--- config.mk ---
export PLATFORM = sky130hd
export DESIGN_NAME = dc_wb_buffer
export DESIGN_NICKNAME = d
export VERILOG_FILES = /design/src/rtl/wb_pkg.sv /design/src/rtl/wb_match.sv /design/src/rtl/dc_wb_buffer.sv
export SDC_FILE = /design/constraint.sdc
export NUM_CORES = 2
export LEC_CHECK = 0
export CAP_MARGIN = 0
export CELL_PAD_IN_SITES_DETAIL_PLACEMENT = 1
export CELL_PAD_IN_SITES_GLOBAL_PLACEMENT = 1
export CORE_MARGIN = 2
export CORE_UTILIZATION = 45
export DETAILED_ROUTE_END_ITERATION = 12
export PLACE_DENSITY_LB_ADDON = 0.1
export RECOVER_POWER = 50
export SYNTH_ARGS = -nofsm -noshare
export SYNTH_HDL_FRONTEND = slang
export SYNTH_SLANG_ARGS = --single-unit
--- constraint.sdc ---
create_clock -name CLK -period 8.1 [get_ports CLK]
set_input_delay 0.81 -clock CLK [delete_from_list [all_inputs] [get_ports CLK]]
set_output_delay 0.81 -clock CLK [all_outputs]
set_load 0.01 [all_outputs]
--- src/rtl/wb_pkg.sv ---
// Shared definitions for the data-cache write-back buffer.
//   LINE_OFFSET_BITS : byte offset bits inside a 32-byte line
//   WB_ADDR_W        : default byte address width
//   WB_LINE_W        : default line width in bits
//   wb_state_t       : drain FSM state
//   wb_entry_t       : one buffered line {valid, line tag, data}
package wb_pkg;

    localparam int LINE_OFFSET_BITS = 5;
    localparam int WB_ADDR_W        = 32;
    localparam int WB_LINE_W        = 256;
    localparam int WB_TAG_W         = WB_ADDR_W - LINE_OFFSET_BITS;

    typedef enum logic {
        IDLE  = 1'b0,
        WRITE = 1'b1
    } wb_state_t;

    // The entry layout follows the package default widths; the top level
    // keeps its ADDR_W / LINE_W parameters at these defaults.
    typedef struct packed {
        logic                 valid;
        logic [WB_TAG_W-1:0]  tag;
        logic [WB_LINE_W-1:0] data;
    } wb_entry_t;

endpackage

--- src/rtl/wb_match.sv ---
// Address comparator array for the write-back buffer.
// Compares one line tag against every entry and reports which entries match
// and which matching entry is the youngest (furthest from the head in FIFO
// order).
//   valid    in  per-entry valid (callers may pre-mask entries out)
//   tags     in  per-entry line tags
//   key      in  tag to search for
//   head     in  FIFO head pointer, the oldest entry
//   match    out per-entry match vector
//   youngest out index of the youngest match (head when nothing matches)
module wb_match #(
    parameter  int DEPTH = 4,
    parameter  int TAG_W = 27,
    localparam int PTR_W = $clog2(DEPTH)
) (
    input  logic [DEPTH-1:0]            valid,
    input  logic [DEPTH-1:0][TAG_W-1:0] tags,
    input  logic [TAG_W-1:0]            key,
    input  logic [PTR_W-1:0]            head,
    output logic [DEPTH-1:0]            match,
    output logic [PTR_W-1:0]            youngest
);

    logic [PTR_W-1:0] scan_idx;

    always_comb begin
        match = '0;
        for (int i = 0; i < DEPTH; i++) begin
            match[i] = valid[i] && (tags[i] == key);
        end
    end

    // Walk oldest to youngest starting at head; the last hit seen wins.
    // Pointer arithmetic wraps naturally because DEPTH is a power of two.
    always_comb begin
        youngest = head;
        scan_idx = head;
        for (int k = 0; k < DEPTH; k++) begin
            scan_idx = head + PTR_W'(k);
            if (match[scan_idx]) begin
                youngest = scan_idx;
            end
        end
    end

endmodule

--- src/rtl/dc_wb_buffer.sv ---
// Write-back buffer between the data cache and main memory.
// Evicted dirty lines are queued in a circular FIFO and drained to memory
// one at a time over the block-write handshake. Buffered lines can be
// forwarded to cache refills, and the buffer reports when a flush may end.
//
// Ports:
//   CLK, RESET                 clock, asynchronous active-low reset
//   evict_valid/addr/data      line offered by the cache
//   evict_ready                room for another line (count < DEPTH)
//   lookup_addr                miss address to search for
//   lookup_hit/lookup_data     youngest matching line, data 0 on miss
//   dBlkWrite                  block-write request to memory
//   data_address_2DM           head line address while dBlkWrite, else 0
//   block_write_2DM            head line data while dBlkWrite, else 0
//   block_write_fDM_valid      memory accepted the current write
//   flush, flush_done          SYS flush request / buffer drained and idle
//   count                      occupied entries
//
// Drain FSM:
//   state | meaning
//   IDLE  | no write outstanding; launches a write when count != 0
//   WRITE | head line presented to memory, held until accepted
module dc_wb_buffer
    import wb_pkg::*;
#(
    parameter  int DEPTH  = 4,
    parameter  int ADDR_W = WB_ADDR_W,
    parameter  int LINE_W = WB_LINE_W,
    localparam int PTR_W  = $clog2(DEPTH),
    localparam int CNT_W  = PTR_W + 1,
    localparam int TAG_W  = ADDR_W - LINE_OFFSET_BITS
) (
    input  logic              CLK,
    input  logic              RESET,
    input  logic              evict_valid,
    input  logic [ADDR_W-1:0] evict_addr,
    input  logic [LINE_W-1:0] evict_data,
    output logic              evict_ready,
    input  logic [ADDR_W-1:0] lookup_addr,
    output logic              lookup_hit,
    output logic [LINE_W-1:0] lookup_data,
    output logic              dBlkWrite,
    output logic [ADDR_W-1:0] data_address_2DM,
    output logic [LINE_W-1:0] block_write_2DM,
    input  logic              block_write_fDM_valid,
    input  logic              flush,
    output logic              flush_done,
    output logic [CNT_W-1:0]  count
);

    wb_entry_t entries [DEPTH];

    logic [PTR_W-1:0] head;
    logic [PTR_W-1:0] tail;
    wb_state_t        state;
    wb_state_t        state_next;

    logic [DEPTH-1:0]            valid_vec;
    logic [DEPTH-1:0][TAG_W-1:0] tag_vec;
    logic [DEPTH-1:0]            head_onehot;
    logic [DEPTH-1:0]            coal_valid;
    logic [DEPTH-1:0]            coal_match;
    logic [DEPTH-1:0]            look_match;
    logic [PTR_W-1:0]            coal_idx;
    logic [PTR_W-1:0]            look_idx;
    logic [TAG_W-1:0]            evict_tag;
    logic [TAG_W-1:0]            lookup_tag;
    logic                        coal_hit;
    logic                        push;
    logic                        pop;
    logic                        unused_offset_bits;

    assign evict_tag  = evict_addr[ADDR_W-1:LINE_OFFSET_BITS];
    assign lookup_tag = lookup_addr[ADDR_W-1:LINE_OFFSET_BITS];
    assign unused_offset_bits = ^{evict_addr[LINE_OFFSET_BITS-1:0],
                                  lookup_addr[LINE_OFFSET_BITS-1:0]};

    always_comb begin
        valid_vec   = '0;
        tag_vec     = '0;
        head_onehot = '0;
        for (int i = 0; i < DEPTH; i++) begin
            valid_vec[i] = entries[i].valid;
            tag_vec[i]   = entries[i].tag;
        end
        head_onehot[head] = 1'b1;
    end

    // The head being written must stay stable, so it is hidden from
    // coalescing while in WRITE; a repeat of that address gets a new entry.
    assign coal_valid = valid_vec & ~((state == WRITE) ? head_onehot : '0);

    wb_match #(.DEPTH(DEPTH), .TAG_W(TAG_W)) u_coal_match (
        .valid    (coal_valid),
        .tags     (tag_vec),
        .key      (evict_tag),
        .head     (head),
        .match    (coal_match),
        .youngest (coal_idx)
    );

    wb_match #(.DEPTH(DEPTH), .TAG_W(TAG_W)) u_look_match (
        .valid    (valid_vec),
        .tags     (tag_vec),
        .key      (lookup_tag),
        .head     (head),
        .match    (look_match),
        .youngest (look_idx)
    );

    assign coal_hit    = |coal_match;
    assign evict_ready = (count < CNT_W'(DEPTH));
    assign push        = evict_valid && evict_ready;
    assign pop         = (state == WRITE) && block_write_fDM_valid;

    always_ff @(posedge CLK or negedge RESET) begin
        if (!RESET) begin
            for (int i = 0; i < DEPTH; i++) begin
                entries[i] <= '0;
            end
            head  <= '0;
            tail  <= '0;
            count <= '0;
            state <= IDLE;
        end else begin
            state <= state_next;
            if (pop) begin
                entries[head].valid <= 1'b0;
                head                <= head + 1'b1;
            end
            if (push) begin
                if (coal_hit) begin
                    entries[coal_idx].data <= evict_data;
                end else begin
                    entries[tail].valid <= 1'b1;
                    entries[tail].tag   <= evict_tag;
                    entries[tail].data  <= evict_data;
                    tail                <= tail + 1'b1;
                end
            end
            case ({push && !coal_hit, pop})
                2'b10:   count <= count + 1'b1;
                2'b01:   count <= count - 1'b1;
                default: count <= count;
            endcase
        end
    end

    always_comb begin
        state_next = state;
        case (state)
            IDLE:    if (count != '0) state_next = WRITE;
            WRITE:   if (block_write_fDM_valid) state_next = IDLE;
            default: state_next = IDLE;
        endcase
    end

    // dBlkWrite is the state register itself, so it is glitch-free and
    // clears asynchronously with reset.
    assign dBlkWrite        = (state == WRITE);
    assign data_address_2DM = dBlkWrite ? {entries[head].tag, {LINE_OFFSET_BITS{1'b0}}} : '0;
    assign block_write_2DM  = dBlkWrite ? entries[head].data : '0;

    assign lookup_hit  = |look_match;
    assign lookup_data = lookup_hit ? entries[look_idx].data : '0;

    assign flush_done  = flush && (count == '0) && (state == IDLE);

endmodule
### Yosys cells after proc, flatten, opt, wreduce, memory -nomap -nowiden

Index checks and enable logic that the tools add are counted.

* input port bits: 325
* logic and storage cells: 129
* output and inout bits: 551
* register bits: 1144

* muxes and demuxes: 52
* order comparisons: 13
* reductions and logical operators: 24
* $add $sub $neg: 6
* bitwise operators: 8
* equal/unequal tests: 10

Operators with widths (count)
* bitwise mux 1136 bit: 5
* two-way mux 1136 bit: 3
* demux 284 bit (select 2 bit): 5
* two-way mux 256 bit: 6
* binary-select mux 284 bit (select 2 bit): 2
* two-way mux 283 bit: 3
* two-way mux 284 bit: 2
* == test 27 bit: 8
* two-way mux 32 bit: 1
* logical AND 1 bit: 17
* binary-select mux 1 bit (select 2 bit): 6
* greater-or-equal comparator 3 bit, second input constant: 4
* < comparator 2 x 3 -> 1 bit, second input constant: 4
* two-way mux 2 bit: 6
* inverter 2 -> 3 bit: 4
* < comparator 3 x 1 -> 1 bit, second input constant: 3
* two-way mux 1 bit: 9
* OR reduction 4 bit: 2
* case mux 3 bit (2 select lines): 1
* adder 2 x 1 -> 2 bit, second input constant: 2
* adder 2 bit, second input constant: 2
* AND 4 bit: 1
* two-way mux 4 bit: 1
* inverter 4 bit: 1
* other kinds (14): 15

### Logic depth before layout (Yosys ltp)

* depth in word-level cells: 21
* depth in mapped cells: 16
* depth with buffers taken out: 15

### Cells and area by module

From an unflattened synthesis, not the netlist that was laid out.

* cells, all modules: 4076
* area, all modules: 62267.2 sq um

By module, submodules not included
* dc_wb_buffer: cells an instance 3730, instances 1, area each 59467.0 sq um
* wb_match: cells an instance 173, instances 2, area each 1400.1 sq um

### Least setup slack after synthesis

OpenSTA, ideal clock, no wires.

* path type: in2out
* start: in lookup_addr[8]
* end: out lookup_data[0]
* data arrival time: 3.187 ns
* slack: 4.103 ns
* buffers on the path: 3
* stages on the path: 11
* data required time: 7.290 ns
* cells stage by stage: clkbuf_1 -> xnor2_1 -> nand4_1 -> or4_1 -> nor2_1 -> a21oi_1 -> o21a_1 -> o31ai_1 -> clkbuf_1 -> buf_2 -> o22ai_1

* cells in the longest elaborated chain, start to end: 12

RTL lines
* start, declared: RTL line dc_wb_buffer.sv:39 `input logic [ADDR_W-1:0] lookup_addr,`
* == test 27 bit: RTL line wb_match.sv:29 `match[i] = valid[i] && (tags[i] == key);`
* logical AND 1 bit: RTL line wb_match.sv:29
* binary-select mux 1 bit (select 2 bit): RTL line wb_match.sv:40 `if (match[scan_idx]) begin`
* two-way mux 1 bit (not written as such): RTL line wb_match.sv:40
* two-way mux 2 bit (3 in a row): RTL line wb_match.sv:40
* inverter 2 -> 3 bit (not written as such): RTL line dc_wb_buffer.sv:165 `assign lookup_data = lookup_hit ? entries[look_idx].data : '0;`
* binary-select mux 284 bit (select 2 bit): RTL line dc_wb_buffer.sv:165
* two-way mux 256 bit (not written as such) (2 in a row): RTL line dc_wb_buffer.sv:165
* two-way mux 256 bit (*): RTL line dc_wb_buffer.sv:165
* end, declared: RTL line dc_wb_buffer.sv:41 `output logic [LINE_W-1:0] lookup_data,`

Mark *: on every way between the ends. The rest lies on a longest branch, timed or not. The select of a mux whose other input is x is not followed.

### Worst setup path after layout

* start: reg head[1]
* end: reg entries[416] (netlist bit)

* cells in the longest elaborated chain, start to end: 21

RTL lines
* start, declared: RTL line dc_wb_buffer.sv:53 `logic [PTR_W-1:0] head;`
* start signal, assigned: RTL line dc_wb_buffer.sv:129 `head <= head + 1'b1;`
* < comparator 2 x 3 -> 1 bit or greater-or-equal comparator 2 x 1 -> 1 bit (tied branches)
* logical AND 1 bit (not written as such): RTL line dc_wb_buffer.sv:86 `head_onehot[head] = 1'b1;`
* two-way mux 1 bit (not written as such): RTL line dc_wb_buffer.sv:86
* demux 1 bit (select 2 bit): RTL line dc_wb_buffer.sv:86
* two-way mux 4 bit: RTL line dc_wb_buffer.sv:91 `assign coal_valid = valid_vec & ~((state == WRITE) ? head_onehot : '0);`
* inverter 4 bit: RTL line dc_wb_buffer.sv:91
* AND 4 bit: RTL line dc_wb_buffer.sv:91
* logical AND 1 bit: RTL line wb_match.sv:29
* [... 5 more ...]
* inverter 2 -> 3 bit (not written as such): RTL line dc_wb_buffer.sv:133 `entries[coal_idx].data <= evict_data;`
* greater-or-equal comparator 3 bit (not written as such) or < comparator 3 x 1 -> 1 bit (tied branches): RTL line dc_wb_buffer.sv:133
* logical AND 1 bit (not written as such): RTL line dc_wb_buffer.sv:133
* two-way mux 256 bit (not written as such): RTL line dc_wb_buffer.sv:133
* demux 284 bit (select 2 bit): RTL line dc_wb_buffer.sv:133
* bitwise mux 1136 bit: RTL line dc_wb_buffer.sv:133
* two-way mux 1136 bit: RTL line dc_wb_buffer.sv:132 `if (coal_hit) begin`
* two-way mux 1136 bit (*): RTL line dc_wb_buffer.sv:131 `if (push) begin`
* end, declared: RTL line dc_wb_buffer.sv:51 `wb_entry_t entries [DEPTH];`

Marked as above.
A chain may end at the register's enable or synchronous reset.

==> out/qor.yml <==
holdBufCountCts: 0
slew_violations: 555
io_buffers: 860
fmax_ghz: 0.144
antenna_found_initial: 51
start_util_pct: 45.4
r2r-start: "head[1]"
synth_ff_type: "dfrtp_1"
avgSynthCellArea_um2: 14.8
ys_seq_area_share_pct: 43.9
synth_seq_cells: 1144
hold_path_class: "register to register"
status: "finished with violations"
period_share_pct: 85.6
coreArea_um2: 144000
final_cell_mix: "dfrtp_1 (1142), clkdlybuf4s50_1 (816), mux2_4 (727), mux2i_1 (519), mux2_2 (346)"
path_max_fanout: 31
cp-end-kind: "register"
period_needed_ns: 6.94
synth_edf_count: 0
tightestPinTransition_ns: 6.20
powerDensity_nw_per_um2: 435
layout_commonest_cell: "dfrtp_1"
ctsLongestPathBuffers: 3
drcViolationCount: 0
grt_max_degree: 163
row_count: 139
worstSetupPathType: "register to register"
h-tree-depth: 4
grt_pass1_vias: 45200
ir_drop_v: 0.000225
tns_ns: 0
path_clk_slew_ns: 0.06
dp_hpwl_um: 137000
rsz0062_at_grt: "false"
area_delta_synth_final_pct: 20.9
hold_start: "entries[643]"
setup.worst_path.start_class: "register"
detail_route.wl_per_cell_um: 29.2
syn-instance-count: 4414
yosys_warnings: 0
syn-cell-area_um2: 65300
die_w_um: 385
cts_buffers: 137
p_leak_nw: 35.7
cts_repair_resize_count: 0
die_h_um: 385
fillers: 13800
hold_slack_ns: 0.519
grt_usage_pct: 27.8
die_area_um2: 148000
pre_cts_ws_ns: 1.55
relSlewSlack_pct: -313
synth.distinct_cells: 59
violations: "capacitance limit, slew limit"
cap_violations: 13
root_buffer: "clkbuf_16"
grt_pass1_wl_um: 311000
placed_cells: 6884
routed_wl_um: 209000
via_per_inst: 5.82
finalWorstSetupSlack_ns: 1.16
final_util_pct: 54.8
drt-initial-drc-count: 2186
nets: 5455
synth-async-reset-ratio_pct: 100
regArea_um2: 28600
cts_setup_buffers: 0
multi_input_area_um2: 33600
clock_insertion_delay_worst_skew_ns: 0.76
setup_viol: 0
drive_above_1_share_pct: 31.7
ios: 876
cts.sinks: 1144
ant_nets: 0
crit_start: "head[1]"
globalplace.congestion: 0.857
cts_tree: "yes"
fin_cells: 7156
routed-via-count: 41700
arrival_ns: 7.57
grt_overflow: 0
first_pass_iters: 5
hold_viol: 0
required_ns: 8.73
skew_ns: 0.0356
-- synth_stat cells (49+ instances only) --
cell type | number | area share (%)
xor2_1 | 65 | 0.87
xnor2_1 | 156 | 2.1
dfrtp_1 | 1144 | 44
mux2_2 | 347 | 6.0
mux2i_1 | 519 | 8.0
o22ai_1 | 257 | 2.5
clkbuf_1 | 116 | 0.67
mux2_4 | 750 | 17
buf_12 | 52 | 1.6
and2_1 | 288 | 2.8
buf_6 | 49 | 0.85
buf_2 | 111 | 0.85
mux4_2 | 283 | 9.8
-- metrics by stage --
stage	power, mW	area, um2
after global routing	36.2	78900
after global placement	27.8	74500
after detailed placement	28.2	74500
final	34.3	78900
after floorplan	22.4	65300
after CTS	34.7	79000
-- flip-flops by register name, summed over array words and instances, names as in the netlist --
name and cells:
entries 1136, tail 2, head 2, count 3
dBlkWrite 1
-- cell type report --
| type | instances | share of cell area (%) |
|---|---|---|
| Timing Repair Buffer | 947 | 12.2 |
| Inverter | 10 | 0.0476 |
| Clock inverter | 40 | 0.588 |
| Multi-Input combinational cell | 2880 | 42.6 |
| Tap cell | 1903 | 3.02 |
| Antenna cell | 24 | 0.0761 |
| Sequential cell | 1144 | 36.3 |
| Clock buffer | 208 | 5.19 |
-- kinds of logic (layout without fill, tap and decap cells) --
logic type                 count (synthesis)  after routing  synth area share [%]
AOI/OAI and AO/OA                        290            290                  2.87
other                                      1             29               0.00575
and+or+nand+nor                          420            420                  3.98
xor gates and xnor gates                 221            221                  2.97
muxes                                   1934           1934                  41.6
DFF                                     1144           1144                  43.9
adders and majority gates                 10             10                 0.203
buffers and inverters                    394           1205                  4.55
-- power breakdown --
| part | total, mW | switching, mW | internal (mW) |
|---|---|---|---|
| Sequential | 11.3 | 2.63 | 8.65 |
| Clock | 6.29 | 2.55 | 3.74 |
| Combinational | 16.8 | 6.72 | 10.1 |
| Total | 34.3 | 11.9 | 22.5 |
-- final timing paths --
check                               end  slack, ns  cells past startpoint
min                        entries[643]       0.52                      1
max in group asynchronous  entries[989]       1.54                      2
max                        entries[416]       1.16                     15
max reg2reg                entries[416]       1.16                     15
min in group asynchronous  entries[764]       2.34                      1
min reg2reg                entries[643]       0.52                      1
-- metal layers --
layer | routed length, um | vias up | GRT usage, % | share of wire (%)
met5 | 344 | - | 0 | 0.16
met2 | 97100 | 1019 | 43.1 | 47
met1 | 88800 | 22400 | 36.8 | 43
met3 | 14200 | 374 | 7.91 | 6.8
li1 | - | 17800 | - | -
met4 | 8320 | 56 | 11.3 | 4.0
-- worst max-delay path: stages (launching register included) --
cell	delay, ns
dfrtp_4	0.75
clkinv_1	0.41
ha_1	0.32
a21boi_0	0.25
nand4_1	0.21
nand2b_1	0.21
or4_4	0.45
nand2b_2	0.11
nor4b_1	0.05
clkbuf_1	0.26
nand2_1	0.13
clkbuf_1	1.72
a21boi_4	0.80
buf_12	0.35
buf_4	0.35
mux2_4	0.33
(Power assumes the default switching activity.)
